**src/rtl/ceespu_fetch_pkg.sv**
```systemverilog
// ceespu_fetch_pkg
//   Shared definitions for the ceespu instruction-fetch stage: widths,
//   the default boot vector and bubble encoding, and the fetch FSM states.
//   No ports (package).
package ceespu_fetch_pkg;

    localparam int PC_W    = 14;
    localparam int INSTR_W = 32;

    // Word address fetched first after reset
    localparam logic [PC_W-1:0] RESET_PC_DEFAULT = 14'h0000;

    // ADD c0,c0,c0: no write-back, no memory access, no branch
    localparam logic [INSTR_W-1:0] NOP_INSTR_DEFAULT = 32'h0000_0000;

    typedef enum logic [1:0] {
        S_BOOT = 2'd0,
        S_RUN  = 2'd1,
        S_WAIT = 2'd2
    } fetch_state_t;

endpackage

```
**src/rtl/ceespu_fetch.sv**
```systemverilog
// ceespu_fetch
//   Instruction-fetch stage of the ceespu pipeline, directly upstream of decode.
//   Owns the program counter, drives a synchronous instruction memory with a
//   one-cycle read latency, and presents instruction / PC / justBranched to
//   decode combinationally. Handles branch redirects, decode stalls, memory
//   wait cycles and the reset boot vector.
// Ports
//   I_clk            in   1   clock, all state on posedge
//   I_rst            in   1   synchronous reset, active-high
//   I_stall          in   1   decode not accepting: hold current instruction/PC
//   I_branch         in   1   taken branch/jump/interrupt redirect from execute
//   I_branchAddress  in   14  redirect target (word address)
//   I_imem_data      in   32  imem read data for the address issued last cycle
//   I_imem_ready     in   1   I_imem_data valid this cycle
//   O_imem_addr      out  14  imem read address (combinational)
//   O_imem_en        out  1   imem read enable (always 1)
//   O_instruction    out  32  instruction to decode (NOP_INSTR when not valid)
//   O_PC             out  14  word address of O_instruction
//   O_valid          out  1   O_instruction is a real fetched instruction
//   O_justBranched   out  1   first valid instruction at a redirect target
module ceespu_fetch
    import ceespu_fetch_pkg::*;
#(
    parameter logic [PC_W-1:0]    RESET_PC  = RESET_PC_DEFAULT,
    parameter logic [INSTR_W-1:0] NOP_INSTR = NOP_INSTR_DEFAULT
) (
    input  logic               I_clk,
    input  logic               I_rst,
    input  logic               I_stall,
    input  logic               I_branch,
    input  logic [PC_W-1:0]    I_branchAddress,
    input  logic [INSTR_W-1:0] I_imem_data,
    input  logic               I_imem_ready,
    output logic [PC_W-1:0]    O_imem_addr,
    output logic               O_imem_en,
    output logic [INSTR_W-1:0] O_instruction,
    output logic [PC_W-1:0]    O_PC,
    output logic               O_valid,
    output logic               O_justBranched
);

    fetch_state_t        state, state_d;
    logic [PC_W-1:0]     fetch_pc, fetch_pc_d;
    logic [INSTR_W-1:0]  hold_q, hold_q_d;
    logic                hold_v, hold_v_d;
    logic [PC_W-1:0]     hold_pc, hold_pc_d;
    logic                hold_jb, hold_jb_d;
    logic                jb_q, jb_q_d;
    logic                stall_q, stall_q_d;

    logic                live_valid;
    logic [INSTR_W-1:0]  live_instr;
    logic                holding;
    logic [PC_W-1:0]     pc_inc;

    assign O_imem_en = 1'b1;

    always_ff @(posedge I_clk) begin
        if (I_rst) begin
            state    <= S_BOOT;
            fetch_pc <= RESET_PC;
            hold_q   <= NOP_INSTR;
            hold_v   <= 1'b0;
            hold_pc  <= RESET_PC;
            hold_jb  <= 1'b0;
            jb_q     <= 1'b0;
            stall_q  <= 1'b0;
        end else begin
            state    <= state_d;
            fetch_pc <= fetch_pc_d;
            hold_q   <= hold_q_d;
            hold_v   <= hold_v_d;
            hold_pc  <= hold_pc_d;
            hold_jb  <= hold_jb_d;
            jb_q     <= jb_q_d;
            stall_q  <= stall_q_d;
        end
    end

    always_comb begin
        state_d    = state;
        fetch_pc_d = fetch_pc;
        hold_q_d   = hold_q;
        hold_v_d   = hold_v;
        hold_pc_d  = hold_pc;
        hold_jb_d  = hold_jb;
        jb_q_d     = jb_q;
        stall_q_d  = stall_q;

        // Data arriving now belongs to fetch_pc; boot has nothing in flight yet
        live_valid = (state != S_BOOT) && I_imem_ready;
        live_instr = live_valid ? I_imem_data : NOP_INSTR;
        // Second and later stall cycles replay the captured item
        holding    = I_stall && stall_q;
        pc_inc     = fetch_pc + 14'd1;

        O_imem_addr    = fetch_pc;
        O_instruction  = live_instr;
        O_valid        = live_valid;
        O_PC           = fetch_pc;
        O_justBranched = jb_q && live_valid;

        if (I_rst) begin
            O_imem_addr    = RESET_PC;
            O_instruction  = NOP_INSTR;
            O_valid        = 1'b0;
            O_PC           = RESET_PC;
            O_justBranched = 1'b0;
        end else if (I_branch) begin
            // Squash whatever is presented and issue the target this cycle,
            // so the target reaches decode next cycle with no bubble
            O_instruction  = NOP_INSTR;
            O_valid        = 1'b0;
            O_justBranched = 1'b0;
            O_imem_addr    = I_branchAddress;
            fetch_pc_d     = I_branchAddress;
            hold_v_d       = 1'b0;
            jb_q_d         = 1'b1;
            stall_q_d      = 1'b0;
            state_d        = S_RUN;
        end else begin
            if (holding) begin
                O_instruction  = hold_q;
                O_valid        = hold_v;
                O_PC           = hold_pc;
                O_justBranched = hold_jb;
            end else if (I_stall) begin
                hold_q_d  = live_instr;
                hold_v_d  = live_valid;
                hold_pc_d = fetch_pc;
                hold_jb_d = jb_q && live_valid;
                stall_q_d = 1'b1;
            end else begin
                stall_q_d = 1'b0;
            end

            // A valid live item is either consumed by decode or parked in the
            // hold register, so the fetch moves on; the re-issued address during
            // the remaining stall cycles is then the instruction after the held one
            if (live_valid && !holding) begin
                O_imem_addr = pc_inc;
                fetch_pc_d  = pc_inc;
                jb_q_d      = 1'b0;
                state_d     = S_RUN;
            end else if (!I_stall) begin
                state_d = (state == S_BOOT) ? S_RUN : S_WAIT;
            end
        end
    end

endmodule

```
**config.mk**
```make
export PLATFORM = sky130hd
export DESIGN_NAME = ceespu_fetch
export DESIGN_NICKNAME = d
export VERILOG_FILES = /design/src/rtl/ceespu_fetch_pkg.sv /design/src/rtl/ceespu_fetch.sv
export SDC_FILE = /design/constraint.sdc
export NUM_CORES = 1
export LEC_CHECK = 0
export ABC_AREA = 0
export CAP_MARGIN = 5
export CELL_PAD_IN_SITES_DETAIL_PLACEMENT = 0
export CELL_PAD_IN_SITES_GLOBAL_PLACEMENT = 1
export CORE_MARGIN = 10
export CORE_UTILIZATION = 32
export CTS_CLUSTER_SIZE = 40
export DETAILED_ROUTE_END_ITERATION = 7
export PLACE_DENSITY = 0.93
export SLEW_MARGIN = 20
export SYNTH_ARGS = -nofsm -noshare
export SYNTH_HDL_FRONTEND = slang
export SYNTH_SLANG_ARGS = --single-unit
```
**constraint.sdc**
```tcl
create_clock -name I_clk -period 2.5 [get_ports I_clk]
set_input_delay 0.5 -clock I_clk [delete_from_list [all_inputs] [get_ports I_clk]]
set_output_delay 0.5 -clock I_clk [all_outputs]
set_load 0.005 [all_outputs]
```
==> summary.log <==
qor: outcome.run_status complete, but fails checks
qor: outcome.failed_checks setup timing
qor: grt.number_of_global_route_vias_before_repair 4045
qor: detailed_routing.ant_nets 0
qor: sta.timing.fmax 398.6 MHz
qor: critical_path.setup.worst_path.start I_stall
qor: power_and_ir_drop.cellInternalPower 1933 uW
qor: sta.final_critical_path_setup_slack -0.008647 ns
qor: clock_tree.htree_levels 3
qor: detailed_routing.vias_per_cell 5.164
qor: critical_path.crit_path_end_kind primary output
qor: grt.antenna_found_initial 0
qor: placement.buffers_added_on_ports 112
qor: clock_tree.insertion_delay 0.35 ns
qor: critical_path.worst_r2r_startpoint fetch_pc[2]
qor: logic_synthesis.seq_area_frac_synth 38.47%
qor: power_and_ir_drop.clock_power_share 38.1%
qor: logic_synthesis.yosysUniqueCellTypes 33
qor: clock_tree.clk_root_buffer_cell clkbuf_8
qor: floorplanning.die_area 15280 sq um
qor: grt.global_route.overflow_total 0
qor: sta.finalWorstPathRequiredPeriod 2.509 ns
qor: placement.placedInstanceArea 5015 sq um
qor: cells_and_area.area.growth.synth_to_final 60.87%
qor: critical_path.cp_data_arrival_time 2.01 ns
qor: grt.grt_start_max_net_pins 48
qor: power_and_ir_drop.netSwitchingPower 707.4 uW
qor: clock_tree.cts_tree built
qor: cells_and_area.fillerInstances 978
qor: cells_and_area.final_common_cell nand2_1
qor: critical_path.reg2reg_setup_slack 0.93 ns
qor: power_and_ir_drop.power.switching_fraction 26.79%
qor: floorplanning.die_width 123.6 microns
qor: critical_path.type_of_the_worst_setup_path input port to primary output
qor: clock_tree.cts.reportedPaths.clkPinSlew 0.07 ns
qor: clock_tree.postCtsHoldBufs 0
qor: sta.setup_repair_after_global_routing_missed_its_margin yes
qor: critical_path.cells_traversed_along_the_worst_timing_path clkdlybuf4s15_2 > o2bb2ai_4 > buf_4 > nor4_4 > nor3_1 > a2111oi_2 > buf_4 > clkdlybuf4s15_2
qor: logic_synthesis.synth.net_count 554
qor: floorplanning.fp-row-count 37
qor: power_and_ir_drop.comb_power_share 19.6%
qor: clock_tree.cts_made_buffers 9
qor: sta.finalClockSkew 0.007510 ns
qor: min_path.worst_hold_path_type flip-flop to flip-flop
qor: detailed_routing.detailedRoute.firstIterationViolations 327
qor: sta.slew_violations 0
qor: critical_path.timing.critical_path.fanout_max 3
qor: critical_path.cp_slowest_stage_delay 0.29 ns
qor: cells_and_area.post_route_cells_drive_above_1_share 19.60%
qor: logic_synthesis.synthesis.area 3435 sq um
qor: detailed_routing.detailed_route_wire_length 12.55 mm
qor: logic_synthesis.synth-warning-count 0
qor: floorplanning.top_level_ports 114
qor: logic_synthesis.syn-instance-count 502
qor: cells_and_area.sequential_cell_area 1331 sq um
qor: clock_tree.cts.sinks 66
qor: critical_path.timing.critical_path.from_type input port
qor: cells_and_area.postLayoutCoreUtil 53.28%
qor: grt.grt_first_pass_wirelength 20.28 mm
qor: sta.timing_hold_violations_final 0
qor: clock_tree.max_buffers_root_to_sink 2
qor: power_and_ir_drop.power_frac_seq 42.3%
qor: detailed_routing.drt_drc_violations_left 0
qor: logic_synthesis.ys_top_cells_by_area dfxtp_1 (38%), a21oi_1 (16%), nand2_1 (14%), nand3_1 (10%), clkbuf_1 (3.1%)
qor: cells_and_area.finalInstanceArea 5525 sq um
qor: critical_path.critical_path.slowest_cell nor4_4
qor: sta.setup_violators_final 1
qor: floorplanning.chipHeight 123.6 microns
qor: detailed_routing.drt-wirelength-per-cell 16.09 microns
qor: power_and_ir_drop.worst_ir_drop_vdd 0.2625 mV
qor: logic_synthesis.post-synth-top-area-fraction 38.47%
qor: placement.hpwlAfterDp 8.706 mm
qor: detailed_routing.dr.pass1.iters 5
qor: floorplanning.placeable_core_region 10370 sq um
qor: detailed_routing.detailroute.via_count 4028
qor: floorplanning.effective_utilization_at_floorplan 33.12%
qor: power_and_ir_drop.leak_pwr 0.002150 uW
qor: min_path.hp-start hold_pc[4]
qor: sta.fin_crit_sh 100.3%
qor: logic_synthesis.avgSynthCellArea 6.842 sq um
qor: power_and_ir_drop.cellPowerDensity 477.9 nW/um^2
qor: flow_run.max_cap_viol 0
qor: cells_and_area.most-common-layout-cells nand2_1 (126), a21oi_1 (102), nand3_1 (70)
qor: grt.track_usage 16.28%
qor: logic_synthesis.post-synth-top-area-cell dfxtp_1
qor: logic_synthesis.flops_latches_synth 66
qor: placement.place.gp.congestion 0.8447
qor: cells_and_area.nNetsFinal 690
qor: cells_and_area.multi_input_area 2086 sq um
qor: critical_path.worstPathRequired 2.00 ns
==> what timing repair did <==
item | 4_1_cts | 5_1_grt
pin swaps | 14 | 5
resized for setup | 122 | 36
endpoints found under the setup margin | 62 | 30
endpoints found under the hold margin | 0 | 0
buffers inserted | 7 | 3
cloned | 1 | 0
==> kinds of logic after synthesis <==
kind of cell / after synthesis / synth area share (%)
flip-flops: 66 / 38.47
AND/OR/NAND/NOR: 233 / 30.71
adder cells (fa/ha/maj): 1 / 0.3642
other: 1 / 0.1092
XOR/XNOR: 10 / 2.550
AO/OA/AOI/OAI: 129 / 20.40
multiplexers: 1 / 0.2915
buffers and inverters: 61 / 7.104
==> registers in the layout, summed over array words and instances (netlist names) <==
signal,cells
hold_q,32
fetch_pc,14
hold_pc,14
state,2
hold_jb,1
hold_v,1
jb_q,1
stall_q,1
==> cell usage after synthesis, drive strengths merged <==
cell and n:
a2111oi 1, nand2b 2, o2bb2ai 1, mux2i 1
ha 1, buf 18, dfxtp 66, or2 1
and2 2, nand4 4, o21a 11, and3 2
nor4 7, nor2 4, nand3 71, inv 15
xnor2 5, nand2 128, xor2 5, a211oi 2
conb 1, nor2b 4, or3 1, o31a 4
nor3b 1, clkbuf 28, a21oi 110, nor3 6
==> power groups by stage <==
stage	logic (uW)	clock network [uW]	registers (uW)
after floorplan	199	0	1140
after global placement	486	0	1130
after detailed placement	493	0	1130
after CTS	505	1020	1120
after global routing	563	1070	1120
final	517	1010	1120
==> metrics by stage <==
stage | hold WS [ns] | TNS [ns] | total power, uW | cells | setup slack (ns)
2_1_floorplan | 0.4366 | 0 | 1338 | 502 | 0.3519
3_3_place_gp | 0.4419 | -24.33 | 1618 | 752 | -0.6908
5_1_grt | 0.4801 | -0.2544 | 2752 | 779 | -0.1154
6_report | 0.4563 | -0.008647 | 2641 | 780 | -0.008647
3_5_place_dp | 0.4486 | -25.40 | 1626 | 752 | -0.6456
4_1_cts | 0.4592 | -0.1214 | 2643 | 776 | -0.1164
==> critical path, delay by kind of cell <==
| family | cells | cell delay (ns) |
|---|---|---|
| buffers and inverters | 4 | 0.73 |
| AOI/OAI and AO/OA | 2 | 0.39 |
| and+or+nand+nor | 2 | 0.39 |
==> metal layers <==
layer  wire [microns]  track usage, %
met5                0               0
met2             6395           27.09
met1             5197           19.92
met4              233           6.987
met3              721           3.439
==> layout make-up <==
type | instances | share of cell area [%]
clock inverters | 5 | 1.404
repair buffers | 171 | 30.05
multi-input cells | 375 | 37.75
flip-flops and latches | 66 | 24.09
diodes | 1 | 0.04529
well taps | 136 | 3.080
clock buffers | 11 | 2.559
inverters | 15 | 1.019
==> final timing paths <==
path	to	cells after the start
setup / recovery	O_imem_addr[12]	8
hold / removal	hold_pc[4]	2
setup reg to reg	fetch_pc[11]	4
hold reg to reg	hold_pc[4]	2
Note: power is estimated with default switching activity, not from simulation.
